===== src/rtl/z80_mem_arbiter_pkg.sv =====
// Shared types and default widths for the Z80 memory arbiter slice.
package z80_bus_pkg;

    localparam int unsigned AW_DEF = 16;
    localparam int unsigned DW_DEF = 8;

    // Arbiter ownership of the single memory port.
    typedef enum logic [1:0] {
        ARB_IDLE = 2'd0,
        ARB_CPU  = 2'd1,
        ARB_DMA  = 2'd2
    } arb_state_t;

endpackage


===== src/rtl/z80_mem_arbiter_if.sv =====
// CPU, DMA and memory-port signals of the arbiter; master = arbiter side.
interface z80_mem_arbiter_if #(
    parameter int unsigned AW = z80_bus_pkg::AW_DEF,
    parameter int unsigned DW = z80_bus_pkg::DW_DEF
);
    logic          cpu_mreq_n;
    logic          cpu_rd_n;
    logic          cpu_wr_n;
    logic          cpu_rfsh_n;
    logic [AW-1:0] cpu_a;
    logic [DW-1:0] cpu_dout;
    logic [DW-1:0] cpu_di;
    logic          cpu_wait_n;

    logic          dma_req;
    logic          dma_we;
    logic [AW-1:0] dma_addr;
    logic [DW-1:0] dma_wdata;
    logic          dma_ack;
    logic [DW-1:0] dma_rdata;

    logic          mem_req;
    logic          mem_we;
    logic [AW-1:0] mem_addr;
    logic [DW-1:0] mem_wdata;
    logic          mem_ack;
    logic [DW-1:0] mem_rdata;

    modport master (
        input  cpu_mreq_n, cpu_rd_n, cpu_wr_n, cpu_rfsh_n, cpu_a, cpu_dout,
        input  dma_req, dma_we, dma_addr, dma_wdata,
        input  mem_ack, mem_rdata,
        output cpu_di, cpu_wait_n, dma_ack, dma_rdata,
        output mem_req, mem_we, mem_addr, mem_wdata
    );

    modport slave (
        output cpu_mreq_n, cpu_rd_n, cpu_wr_n, cpu_rfsh_n, cpu_a, cpu_dout,
        output dma_req, dma_we, dma_addr, dma_wdata,
        output mem_ack, mem_rdata,
        input  cpu_di, cpu_wait_n, dma_ack, dma_rdata,
        input  mem_req, mem_we, mem_addr, mem_wdata
    );

endinterface


===== src/rtl/z80_cyc_tracker.sv =====
// Tracks the current CPU memory cycle: strobe decode, completion flag and wait stretch.
module z80_cyc_tracker (
    input  logic clk,
    input  logic reset_n,
    input  logic cpu_mreq_n,
    input  logic cpu_rd_n,
    input  logic cpu_wr_n,
    input  logic cpu_rfsh_n,
    input  logic cpu_acc,
    input  logic cpu_ack,
    output logic cpu_strobe,
    output logic cpu_pend,
    output logic cpu_wait_n
);

    logic done_q;

    // Refresh and I/O cycles never reach memory.
    assign cpu_strobe = ~cpu_mreq_n & cpu_rfsh_n & (~cpu_rd_n | ~cpu_wr_n);
    assign cpu_pend   = cpu_strobe & ~done_q & ~cpu_acc;
    assign cpu_wait_n = ~(cpu_strobe & ~done_q);

    // Completion holds until the CPU drops its strobe; an aborted cycle never completes.
    always_ff @(posedge clk or negedge reset_n) begin
        if (!reset_n) begin
            done_q <= 1'b0;
        end else if (!cpu_strobe) begin
            done_q <= 1'b0;
        end else if (cpu_ack) begin
            done_q <= 1'b1;
        end
    end

endmodule


===== src/rtl/z80_mem_arbiter.sv =====
// Shares one memory port between the TV80 bus and a DMA requester, with a DMA starvation guard.
module z80_mem_arbiter
    import z80_bus_pkg::*;
#(
    parameter int unsigned AW         = AW_DEF,
    parameter int unsigned DW         = DW_DEF,
    parameter int unsigned STARVE_MAX = 4
) (
    input  logic               clk,
    input  logic               reset_n,
    z80_mem_arbiter_if.master  bus
);

    localparam int unsigned CW = 4;

    arb_state_t    state_q, state_d;
    logic          mem_req_q, mem_req_d;
    logic          mem_we_q, mem_we_d;
    logic [AW-1:0] mem_addr_q, mem_addr_d;
    logic [DW-1:0] mem_wdata_q, mem_wdata_d;
    logic [DW-1:0] cpu_di_q, cpu_di_d;
    logic          dma_ack_q, dma_ack_d;
    logic [DW-1:0] dma_rdata_q, dma_rdata_d;
    logic [CW-1:0] starve_q, starve_d;

    logic cpu_strobe;
    logic cpu_pend;
    logic dma_win;
    logic cpu_grant;
    logic dma_grant;

    z80_cyc_tracker u_trk (
        .clk        (clk),
        .reset_n    (reset_n),
        .cpu_mreq_n (bus.cpu_mreq_n),
        .cpu_rd_n   (bus.cpu_rd_n),
        .cpu_wr_n   (bus.cpu_wr_n),
        .cpu_rfsh_n (bus.cpu_rfsh_n),
        .cpu_acc    (state_q == ARB_CPU),
        .cpu_ack    (bus.mem_ack && (state_q == ARB_CPU)),
        .cpu_strobe (cpu_strobe),
        .cpu_pend   (cpu_pend),
        .cpu_wait_n (bus.cpu_wait_n)
    );

    // DMA takes idle gaps, or the slot outright once the CPU has won STARVE_MAX times.
    assign dma_win = bus.dma_req & ~dma_ack_q &
                     (~cpu_pend | (starve_q == CW'(STARVE_MAX)));

    // Next-state, grant latching, completion capture and starvation count.
    always_comb begin
        state_d     = state_q;
        mem_req_d   = mem_req_q;
        mem_we_d    = mem_we_q;
        mem_addr_d  = mem_addr_q;
        mem_wdata_d = mem_wdata_q;
        cpu_di_d    = cpu_di_q;
        dma_ack_d   = 1'b0;
        dma_rdata_d = dma_rdata_q;
        starve_d    = starve_q;
        cpu_grant   = 1'b0;
        dma_grant   = 1'b0;

        unique case (state_q)
            ARB_IDLE: begin
                if (dma_win) begin
                    state_d     = ARB_DMA;
                    mem_req_d   = 1'b1;
                    mem_we_d    = bus.dma_we;
                    mem_addr_d  = bus.dma_addr;
                    mem_wdata_d = bus.dma_wdata;
                    dma_grant   = 1'b1;
                end else if (cpu_pend) begin
                    state_d     = ARB_CPU;
                    mem_req_d   = 1'b1;
                    mem_we_d    = ~bus.cpu_wr_n;
                    mem_addr_d  = bus.cpu_a;
                    mem_wdata_d = bus.cpu_dout;
                    cpu_grant   = 1'b1;
                end
            end
            ARB_CPU: begin
                if (bus.mem_ack) begin
                    state_d   = ARB_IDLE;
                    mem_req_d = 1'b0;
                    if (!mem_we_q && cpu_strobe) begin
                        cpu_di_d = bus.mem_rdata;
                    end
                end
            end
            ARB_DMA: begin
                if (bus.mem_ack) begin
                    state_d     = ARB_IDLE;
                    mem_req_d   = 1'b0;
                    dma_ack_d   = 1'b1;
                    dma_rdata_d = bus.mem_rdata;
                end
            end
            default: begin
                state_d   = ARB_IDLE;
                mem_req_d = 1'b0;
            end
        endcase

        if (!bus.dma_req || dma_grant) begin
            starve_d = '0;
        end else if (cpu_grant && (starve_q != CW'(STARVE_MAX))) begin
            starve_d = starve_q + CW'(1);
        end
    end

    // State and output registers; reset abandons any request in flight.
    always_ff @(posedge clk or negedge reset_n) begin
        if (!reset_n) begin
            state_q     <= ARB_IDLE;
            mem_req_q   <= 1'b0;
            mem_we_q    <= 1'b0;
            mem_addr_q  <= '0;
            mem_wdata_q <= '0;
            cpu_di_q    <= '0;
            dma_ack_q   <= 1'b0;
            dma_rdata_q <= '0;
            starve_q    <= '0;
        end else begin
            state_q     <= state_d;
            mem_req_q   <= mem_req_d;
            mem_we_q    <= mem_we_d;
            mem_addr_q  <= mem_addr_d;
            mem_wdata_q <= mem_wdata_d;
            cpu_di_q    <= cpu_di_d;
            dma_ack_q   <= dma_ack_d;
            dma_rdata_q <= dma_rdata_d;
            starve_q    <= starve_d;
        end
    end

    assign bus.mem_req   = mem_req_q;
    assign bus.mem_we    = mem_we_q;
    assign bus.mem_addr  = mem_addr_q;
    assign bus.mem_wdata = mem_wdata_q;
    assign bus.cpu_di    = cpu_di_q;
    assign bus.dma_ack   = dma_ack_q;
    assign bus.dma_rdata = dma_rdata_q;

endmodule

===== src/flat_wrapper.sv =====
// flat-port wrapper written by rule: the top's interface ports become plain ports
module z80_mem_arbiter_flat import z80_bus_pkg::*;
#(
    parameter int unsigned AW         = AW_DEF,
    parameter int unsigned DW         = DW_DEF,
    parameter int unsigned STARVE_MAX = 4
)
  (clk, reset_n, bus_cpu_mreq_n, bus_cpu_rd_n, bus_cpu_wr_n, bus_cpu_rfsh_n, bus_cpu_a, bus_cpu_dout, bus_dma_req, bus_dma_we, bus_dma_addr, bus_dma_wdata, bus_mem_ack, bus_mem_rdata, bus_cpu_di, bus_cpu_wait_n, bus_dma_ack, bus_dma_rdata, bus_mem_req, bus_mem_we, bus_mem_addr, bus_mem_wdata);
  z80_mem_arbiter_if #(.AW(AW), .DW(DW)) bus_i ();
  input  logic clk;
  input  logic reset_n;
  input wire logic [$bits(bus_i.cpu_mreq_n)-1:0] bus_cpu_mreq_n;
  input wire logic [$bits(bus_i.cpu_rd_n)-1:0] bus_cpu_rd_n;
  input wire logic [$bits(bus_i.cpu_wr_n)-1:0] bus_cpu_wr_n;
  input wire logic [$bits(bus_i.cpu_rfsh_n)-1:0] bus_cpu_rfsh_n;
  input wire logic [$bits(bus_i.cpu_a)-1:0] bus_cpu_a;
  input wire logic [$bits(bus_i.cpu_dout)-1:0] bus_cpu_dout;
  input wire logic [$bits(bus_i.dma_req)-1:0] bus_dma_req;
  input wire logic [$bits(bus_i.dma_we)-1:0] bus_dma_we;
  input wire logic [$bits(bus_i.dma_addr)-1:0] bus_dma_addr;
  input wire logic [$bits(bus_i.dma_wdata)-1:0] bus_dma_wdata;
  input wire logic [$bits(bus_i.mem_ack)-1:0] bus_mem_ack;
  input wire logic [$bits(bus_i.mem_rdata)-1:0] bus_mem_rdata;
  output wire logic [$bits(bus_i.cpu_di)-1:0] bus_cpu_di;
  output wire logic [$bits(bus_i.cpu_wait_n)-1:0] bus_cpu_wait_n;
  output wire logic [$bits(bus_i.dma_ack)-1:0] bus_dma_ack;
  output wire logic [$bits(bus_i.dma_rdata)-1:0] bus_dma_rdata;
  output wire logic [$bits(bus_i.mem_req)-1:0] bus_mem_req;
  output wire logic [$bits(bus_i.mem_we)-1:0] bus_mem_we;
  output wire logic [$bits(bus_i.mem_addr)-1:0] bus_mem_addr;
  output wire logic [$bits(bus_i.mem_wdata)-1:0] bus_mem_wdata;
  assign bus_i.cpu_mreq_n = bus_cpu_mreq_n;
  assign bus_i.cpu_rd_n = bus_cpu_rd_n;
  assign bus_i.cpu_wr_n = bus_cpu_wr_n;
  assign bus_i.cpu_rfsh_n = bus_cpu_rfsh_n;
  assign bus_i.cpu_a = bus_cpu_a;
  assign bus_i.cpu_dout = bus_cpu_dout;
  assign bus_i.dma_req = bus_dma_req;
  assign bus_i.dma_we = bus_dma_we;
  assign bus_i.dma_addr = bus_dma_addr;
  assign bus_i.dma_wdata = bus_dma_wdata;
  assign bus_i.mem_ack = bus_mem_ack;
  assign bus_i.mem_rdata = bus_mem_rdata;
  assign bus_cpu_di = bus_i.cpu_di;
  assign bus_cpu_wait_n = bus_i.cpu_wait_n;
  assign bus_dma_ack = bus_i.dma_ack;
  assign bus_dma_rdata = bus_i.dma_rdata;
  assign bus_mem_req = bus_i.mem_req;
  assign bus_mem_we = bus_i.mem_we;
  assign bus_mem_addr = bus_i.mem_addr;
  assign bus_mem_wdata = bus_i.mem_wdata;
  z80_mem_arbiter #(.AW(AW), .DW(DW), .STARVE_MAX(STARVE_MAX)) u_core (.clk(clk), .reset_n(reset_n), .bus(bus_i));
endmodule

===== config.mk =====
export PLATFORM = sky130hd
export DESIGN_NAME = z80_mem_arbiter_flat
export DESIGN_NICKNAME = d
export VERILOG_FILES = /design/src/rtl/z80_mem_arbiter_pkg.sv /design/src/rtl/z80_mem_arbiter_if.sv /design/src/rtl/z80_cyc_tracker.sv /design/src/rtl/z80_mem_arbiter.sv /design/src/flat_wrapper.sv
export SDC_FILE = /design/constraint.sdc
export NUM_CORES = 1
export LEC_CHECK = 0
export ABC_AREA = 1
export BUFFER_PORTS_ARGS = -buffer_cell sky130_fd_sc_hd__buf_2
export CORE_ASPECT_RATIO = 0.5
export CORE_MARGIN = 3
export CORE_UTILIZATION = 51
export DETAILED_ROUTE_END_ITERATION = 10
export PLACE_DENSITY_LB_ADDON = 0.1
export SLEW_MARGIN = 30
export SYNTH_ARGS = -nofsm -noshare
export SYNTH_HDL_FRONTEND = slang
export SYNTH_SLANG_ARGS = --single-unit

===== constraint.sdc =====
create_clock -name clk -period 2.4 [get_ports clk]
set_input_delay 0.36 -clock clk [delete_from_list [all_inputs] [get_ports clk]]
set_output_delay 0.36 -clock clk [all_outputs]
set_load 0.02 [all_outputs]

==> flow_metrics.tcl, run 1 <==
set metrics [dict create \
    status "complete, no violations" \
    htreeDepth 2 \
    die_w_um 104.3 \
    required_ns 2.59 \
    dp_hpwl_um 4718 \
    grt_pass1_wl_um 9846 \
    netSwitchingPower_mw 1.574 \
    clk_path_buf_depth 2 \
    ctsHoldBuffers 0 \
    cp-end-kind "register" \
    period_share 0.7733 \
    pwr-share-seq 0.387 \
    nets 497 \
    vias 2403 \
    min_path_type "input pin to async pin" \
    clkPwrFrac 0.162 \
    clock_latency_ns 0.30 \
    rows 17 \
    rr_worst_depth 8 \
    syn2layout_area_growth_pct 28.61 \
    worstPathArrival_ns 2.05 \
    rr_startpoint "u_core.state_q[1]$_DFFE_PN0P_" \
    synth.area.top_cells "dfrtp_1 (51%), nand2_1 (24%), nand3_1 (6.3%)" \
    fmax_ghz 0.5388 \
    diodes 0 \
    cts_made_buffers 5 \
    cts_sinks 50 \
    seq_area_frac_synth 0.5074 \
    switching_share 0.4369 \
    initial_core_util 0.5443 \
    finalHoldViolations 0 \
    ys_seq_elements 50 \
    vdd_drop_max_mv 0.6208 \
    postRouteAntennaNets 0 \
    crit_path_start "u_core.state_q[1]$_DFFE_PN0P_" \
    path_max_fanout 25 \
    avgSynthCellArea_um2 7.731 \
    ioPinCount 109 \
    maxSlewHeadroom 0.5998 \
    grt_max_degree 28 \
    synth_cell_types 21 \
    drc_errors 0 \
    intPower_mw 2.029 \
    clk_pin_slew_worst_paths_ns 0.09 \
    drive_gt1_frac 0.3014 \
    drv_cap 0 \
    reg2reg_to "u_core.bus.mem_wdata[6]$_DFFE_PN0P_" \
    yosys_warnings 0 \
    fin_setup_tns_ns 0 \
    start_kind "register" \
    cts_resized 0 \
    drt_iter0_markers 105 \
    setup-violations-final 0 \
    wl_per_cell_um 12.63 \
    crit_type "register to register" \
    dr.pass1.iters 4 \
    syn_area_um2 2466 \
    grt_usage 0.2183 \
    fin_util 0.7001 \
    worst_slew_pin_slew_ns 0.6003 \
    synth_fp_nets 389 \
    rsz0062_at_grt "false" \
    grt_pass1_vias 2114 \
    synth_top_cell_by_area "dfrtp_1" \
    gr-total-overflow 0 \
    portBuffers 108 \
    finalMaxSlewViolations 0 \
    crit_end "u_core.bus.mem_wdata[6]$_DFFE_PN0P_" \
    vias_per_cell 4.864 \
    cts_tree "done" \
    dieArea_um2 5756 \
    gp_congestion 0.8691 \
    finalWirelength_um 6241 \
    grt_antenna_before_repair 0 \
    cts_root_buf "clkbuf_8" \
    cts_setup_buffers 0 \
    syn_inst 319 \
    r2r_slack_ns 0.54 \
    die_y_um 55.17 \
    min_period_ns 1.856 \
    coreArea_um2 4531 \
    whs_ns 0.05537 \
    skew_ns 0.005339 \
    synth_top_area_frac 0.5074 \
    leakagePower_nw 1.904 \
    p_comb_frac 0.450 \
    p_total_mw 3.603 \
    powerDensity_nw_per_um2 1136 \
]
==> worst max-delay path, cell delays in order, from the launching register on <==
cell and delay (ns):
dfrtp_1 0.39, inv_1 0.08, ha_1 0.19, inv_1 0.13
nand2_1 0.13, a21oi_4 0.37, inv_2 0.27, nand2_1 0.12
nand2_1 0.07
==> synth_stat cells, drive strengths merged <==
master,number
nand2,160
dfrtp,50
nand3,31
inv,25
o21ai,18
buf,9
nand4,6
nor2,6
ha,5
a21oi,3
clkbuf,3
xor2,2
nand3b,1
==> sequential cells by signal, summed over array words and instances (netlist names) <==
| signal | count |
|---|---|
| u_core.bus.dma_ack | 1 |
| u_core.bus.cpu_di | 8 |
| u_core.state_q | 2 |
| u_core.starve_q | 4 |
| u_core.bus.mem_wdata | 8 |
| u_core.bus.dma_rdata | 8 |
| u_core.bus.mem_req | 1 |
| u_core.bus.mem_we | 1 |
| u_core.u_trk.done_q | 1 |
| u_core.bus.mem_addr | 16 |
==> through the flow <==
| stage | setup slack, ns | instance area (um2) | instances |
|---|---|---|---|
| 2_1_floorplan | 0.8987 | 2466 | 319 |
| 3_3_place_gp | 0.5891 | 3062 | 486 |
| 3_5_place_dp | 0.4879 | 3062 | 486 |
| 4_1_cts | 0.5476 | 3172 | 494 |
| 5_1_grt | 0.3284 | 3172 | 494 |
| 6_report | 0.5440 | 3172 | 494 |
==> placed cells by master (no fill, tap or decap), types with 2 or more instances in the layout <==
cell type | Yosys | final
a21oi_1 | 2 | 2
xor2_1 | 2 | 2
nand3_1 | 31 | 31
nor2_1 | 4 | 4
ha_1 | 5 | 5
nand2_1 | 159 | 159
buf_2 | 4 | 108
buf_4 | 0 | 5
inv_2 | 4 | 4
nand4_1 | 5 | 5
o21ai_0 | 18 | 18
clkbuf_8 | 0 | 5
dfrtp_1 | 50 | 50
inv_1 | 21 | 21
==> cell families after synthesis <==
group	Yosys count	share of synthesized area
AO/OA/AOI/OAI	21	0.04719
XOR/XNOR	2	0.007104
AND/OR/NAND/NOR	204	0.3486
adder cells (fa/ha/maj)	5	0.02537
flip-flops	50	0.5074
buffers and inverters	37	0.06443
==> layout make-up <==
| class | instances | area [um2] |
|---|---|---|
| repair buffers | 113 | 578.1 |
| fillers | 385 | 1359 |
| inverters | 25 | 93.84 |
| flip-flops and latches | 50 | 1251 |
| clock inverters | 2 | 37.54 |
| multi-input cells | 232 | 1056 |
| clock buffers | 6 | 72.57 |
| well taps | 66 | 82.58 |
==> worst min-delay path by stage <==
stage                       start                                  end  slack, ns
after CTS                 reset_n   u_core.bus.mem_addr[3]$_DFFE_PN0P_       0.07
after floorplan           reset_n     u_core.bus.cpu_di[0]$_DFFE_PN0P_       0.06
after global placement    reset_n  u_core.bus.mem_addr[10]$_DFFE_PN0P_       0.39
final                     reset_n   u_core.bus.mem_addr[3]$_DFFE_PN0P_       0.06
after detailed placement  reset_n   u_core.bus.mem_addr[3]$_DFFE_PN0P_       0.41
after global routing      reset_n   u_core.bus.mem_addr[3]$_DFFE_PN0P_       0.08
==> per-layer routing <==
| metal | routed length (um) | vias to the layer above | track usage |
|---|---|---|---|
| met3 | 446 | 8 | 0.06837 |
| met5 | 0 | - | 0 |
| met4 | 58 | 0 | 0.06402 |
| met1 | 2727 | 1102 | 0.2776 |
| met2 | 3009 | 81 | 0.3707 |
| li1 | - | 1212 | - |
==> power by group through the flow <==
stage | clock (mW) | combinational (mW) | sequential, mW
5_1_grt | 0.637 | 1.80 | 1.43
4_1_cts | 0.601 | 1.64 | 1.39
2_1_floorplan | 0 | 0.667 | 1.79
3_3_place_gp | 0 | 1.58 | 1.39
6_report | 0.585 | 1.62 | 1.40
3_5_place_dp | 0 | 1.64 | 1.40
Note: power is estimated with default switching activity, not from simulation.
==> inputs of run 2 (changes only) <==
--- a/config.mk
+++ b/config.mk
@@ -9,7 +9,7 @@
 export BUFFER_PORTS_ARGS = -buffer_cell sky130_fd_sc_hd__buf_2
 export CORE_ASPECT_RATIO = 0.5
 export CORE_MARGIN = 3
-export CORE_UTILIZATION = 51
+export CORE_UTILIZATION = 47
 export DETAILED_ROUTE_END_ITERATION = 10
 export PLACE_DENSITY_LB_ADDON = 0.1
 export SLEW_MARGIN = 30
==> constraint.sdc (replaced) <==
create_clock -name clk -period 1.74 [get_ports clk]
set_input_delay 0.261 -clock clk [delete_from_list [all_inputs] [get_ports clk]]
set_output_delay 0.261 -clock clk [all_outputs]
set_load 0.02 [all_outputs]
==> flow_metrics.tcl, run 2 (same netlist as run 1, synthesis figures left out) <==
set metrics [dict create \
    crit_type "register to register" \
    cp_num_buf_inv 2 \
    clk_path_buf_depth 2 \
    crit_slowest_cell "dfrtp_1" \
    wl_per_cell_um 12.14 \
    htreeDepth 2 \
    critPathTopFamily "simple AND/OR/NAND/NOR gates" \
    syn2layout_area_growth_pct 29.63 \
    final_cells 495 \
    vias 2390 \
    final_cell_mix "nand2_1 (159), buf_2 (108), dfrtp_1 (50), nand3_1 (31), inv_1 (21)" \
    min_path_type "input pin to async pin" \
    skew_ns 0.006081 \
    use_met1 0.2338 \
    cts_made_buffers 5 \
    drt_iter0_markers 147 \
    dr.pass1.iters 5 \
    crit_chain "inv_1 -> ha_1 -> nand3_1 -> nand4_4 -> buf_4 -> nand3_1 -> nand2_1 -> nand2_1 -> nand2_1" \
    worst_slew_pin_slew_ns 0.6194 \
    fin_util 0.6770 \
    ioPinCount 109 \
    finalWirelength_um 6011 \
    fin_setup_tns_ns 0 \
    maxSlewHeadroom 0.5871 \
    grt_max_degree 51 \
    dp_hpwl_um 4513 \
    vdd_drop_max_mv 0.8395 \
    dieArea_um2 6205 \
    finalHoldViolations 0 \
    coreArea_um2 4722 \
    clk_pin_slew_worst_paths_ns 0.09 \
    required_ns 1.98 \
    fmax_ghz 0.6266 \
    status "complete, no violations" \
    place_inst 487 \
    drive_gt1_frac 0.3030 \
    cts_sinks 50 \
    drv_cap 0 \
    finalMaxSlewViolations 0 \
    leakagePower_nw 1.916 \
    die_w_um 108.4 \
    drc_errors 0 \
    grt_usage 0.1946 \
    clock_latency_ns 0.30 \
    start_kind "register" \
    grt_pass1_wl_um 9742 \
    portBuffers 108 \
    rsz0062_at_grt "false" \
    period_share 0.9172 \
    rows 17 \
    cp-end-kind "register" \
    gr-total-overflow 0 \
    cts_tree "done" \
    vias_per_cell 4.828 \
    cts_root_buf "clkbuf_8" \
    use_met3 0.05763 \
    layout_commonest_cell "nand2_1" \
    gp_congestion 0.8400 \
    path_max_fanout 25 \
    powerDensity_nw_per_um2 1553 \
    initial_core_util 0.5223 \
    worstPathArrival_ns 1.84 \
    setup-violations-final 0 \
    nets 498 \
    postRouteAntennaNets 0 \
    grt_busiest_layer "met2" \
    critPathMaxStageDelay_ns 0.42 \
    diodes 0 \
    p_total_mw 4.965 \
    grt_pass1_vias 2257 \
    largest_reg_flops 16 \
    use_met2 0.3477 \
    grt_antenna_before_repair 0 \
    die_y_um 57.22 \
    cpMostUsedCell "nand2_1" \
    min_period_ns 1.596 \
    ctsHoldBuffers 0 \
]
==> run 2: cell types whose count changed in the layout (fill, tap and decap cells not counted) <==
cell     previous run  this run
buf_12              0         1
nand2_2             1         0
nand2_4             0         1
==> run 2: repair_timing <==
action                     in CTS  in global routing
setup endpoints to repair       0                 10
setup buffers                   0                  0
gates resized for setup         0                  1
==> run 2: power breakdown <==
part,internal (mW),switching [mW]
combinational,0.755,1.50
clock,0.429,0.376
sequential,1.64,0.264
==> run 2: per-stage QoR <==
stage / setup WS (ns) / instance area [um2] / hold slack (ns)
final: 0.1440 / 3197 / 0.04459
after global routing: 0.003800 / 3197 / 0.09992
after CTS: 0.1126 / 3192 / 0.06742
after detailed placement: 0.1342 / 3082 / 0.4078
after global placement: 0.2047 / 3082 / 0.3995
after floorplan: 0.2387 / 2466 / -0.03459
==> run 2: cell type report <==
| type | instances | area (um2) |
|---|---|---|
| clock inverter | 2 | 37.54 |
| timing repair buffer | 114 | 598.1 |
| multi-input combinational | 232 | 1061 |
| sequential | 50 | 1251 |
| fill | 416 | 1525 |
| clock buffer | 6 | 72.57 |
| tap | 66 | 82.58 |
| inverter | 25 | 93.84 |
==> run 2: metal layers <==
layer / wire [um] / share of wire
met5: 0 / 0
met4: 27 / 0.0045
met3: 551 / 0.092
met2: 2819 / 0.47
met1: 2613 / 0.43
==> run 2: final timing paths <==
check,startpoint,end,slack (ns),cells past startpoint
max in group asynchronous,reset_n,u_core.bus.dma_rdata[1]$_DFFE_PN0P_,1.28,2
setup / recovery,u_core.starve_q[0]$_DFFE_PN0P_,u_core.bus.mem_addr[0]$_DFFE_PN0P_,0.14,9
hold / removal,reset_n,u_core.bus.mem_addr[2]$_DFFE_PN0P_,0.04,2
min in group clk,bus_mem_rdata[7],u_core.bus.cpu_di[7]$_DFFE_PN0P_,0.21,3
hold reg to reg,u_core.bus.mem_addr[14]$_DFFE_PN0P_,u_core.bus.mem_addr[14]$_DFFE_PN0P_,0.48,2
setup reg to reg,u_core.starve_q[0]$_DFFE_PN0P_,u_core.bus.mem_addr[0]$_DFFE_PN0P_,0.14,9
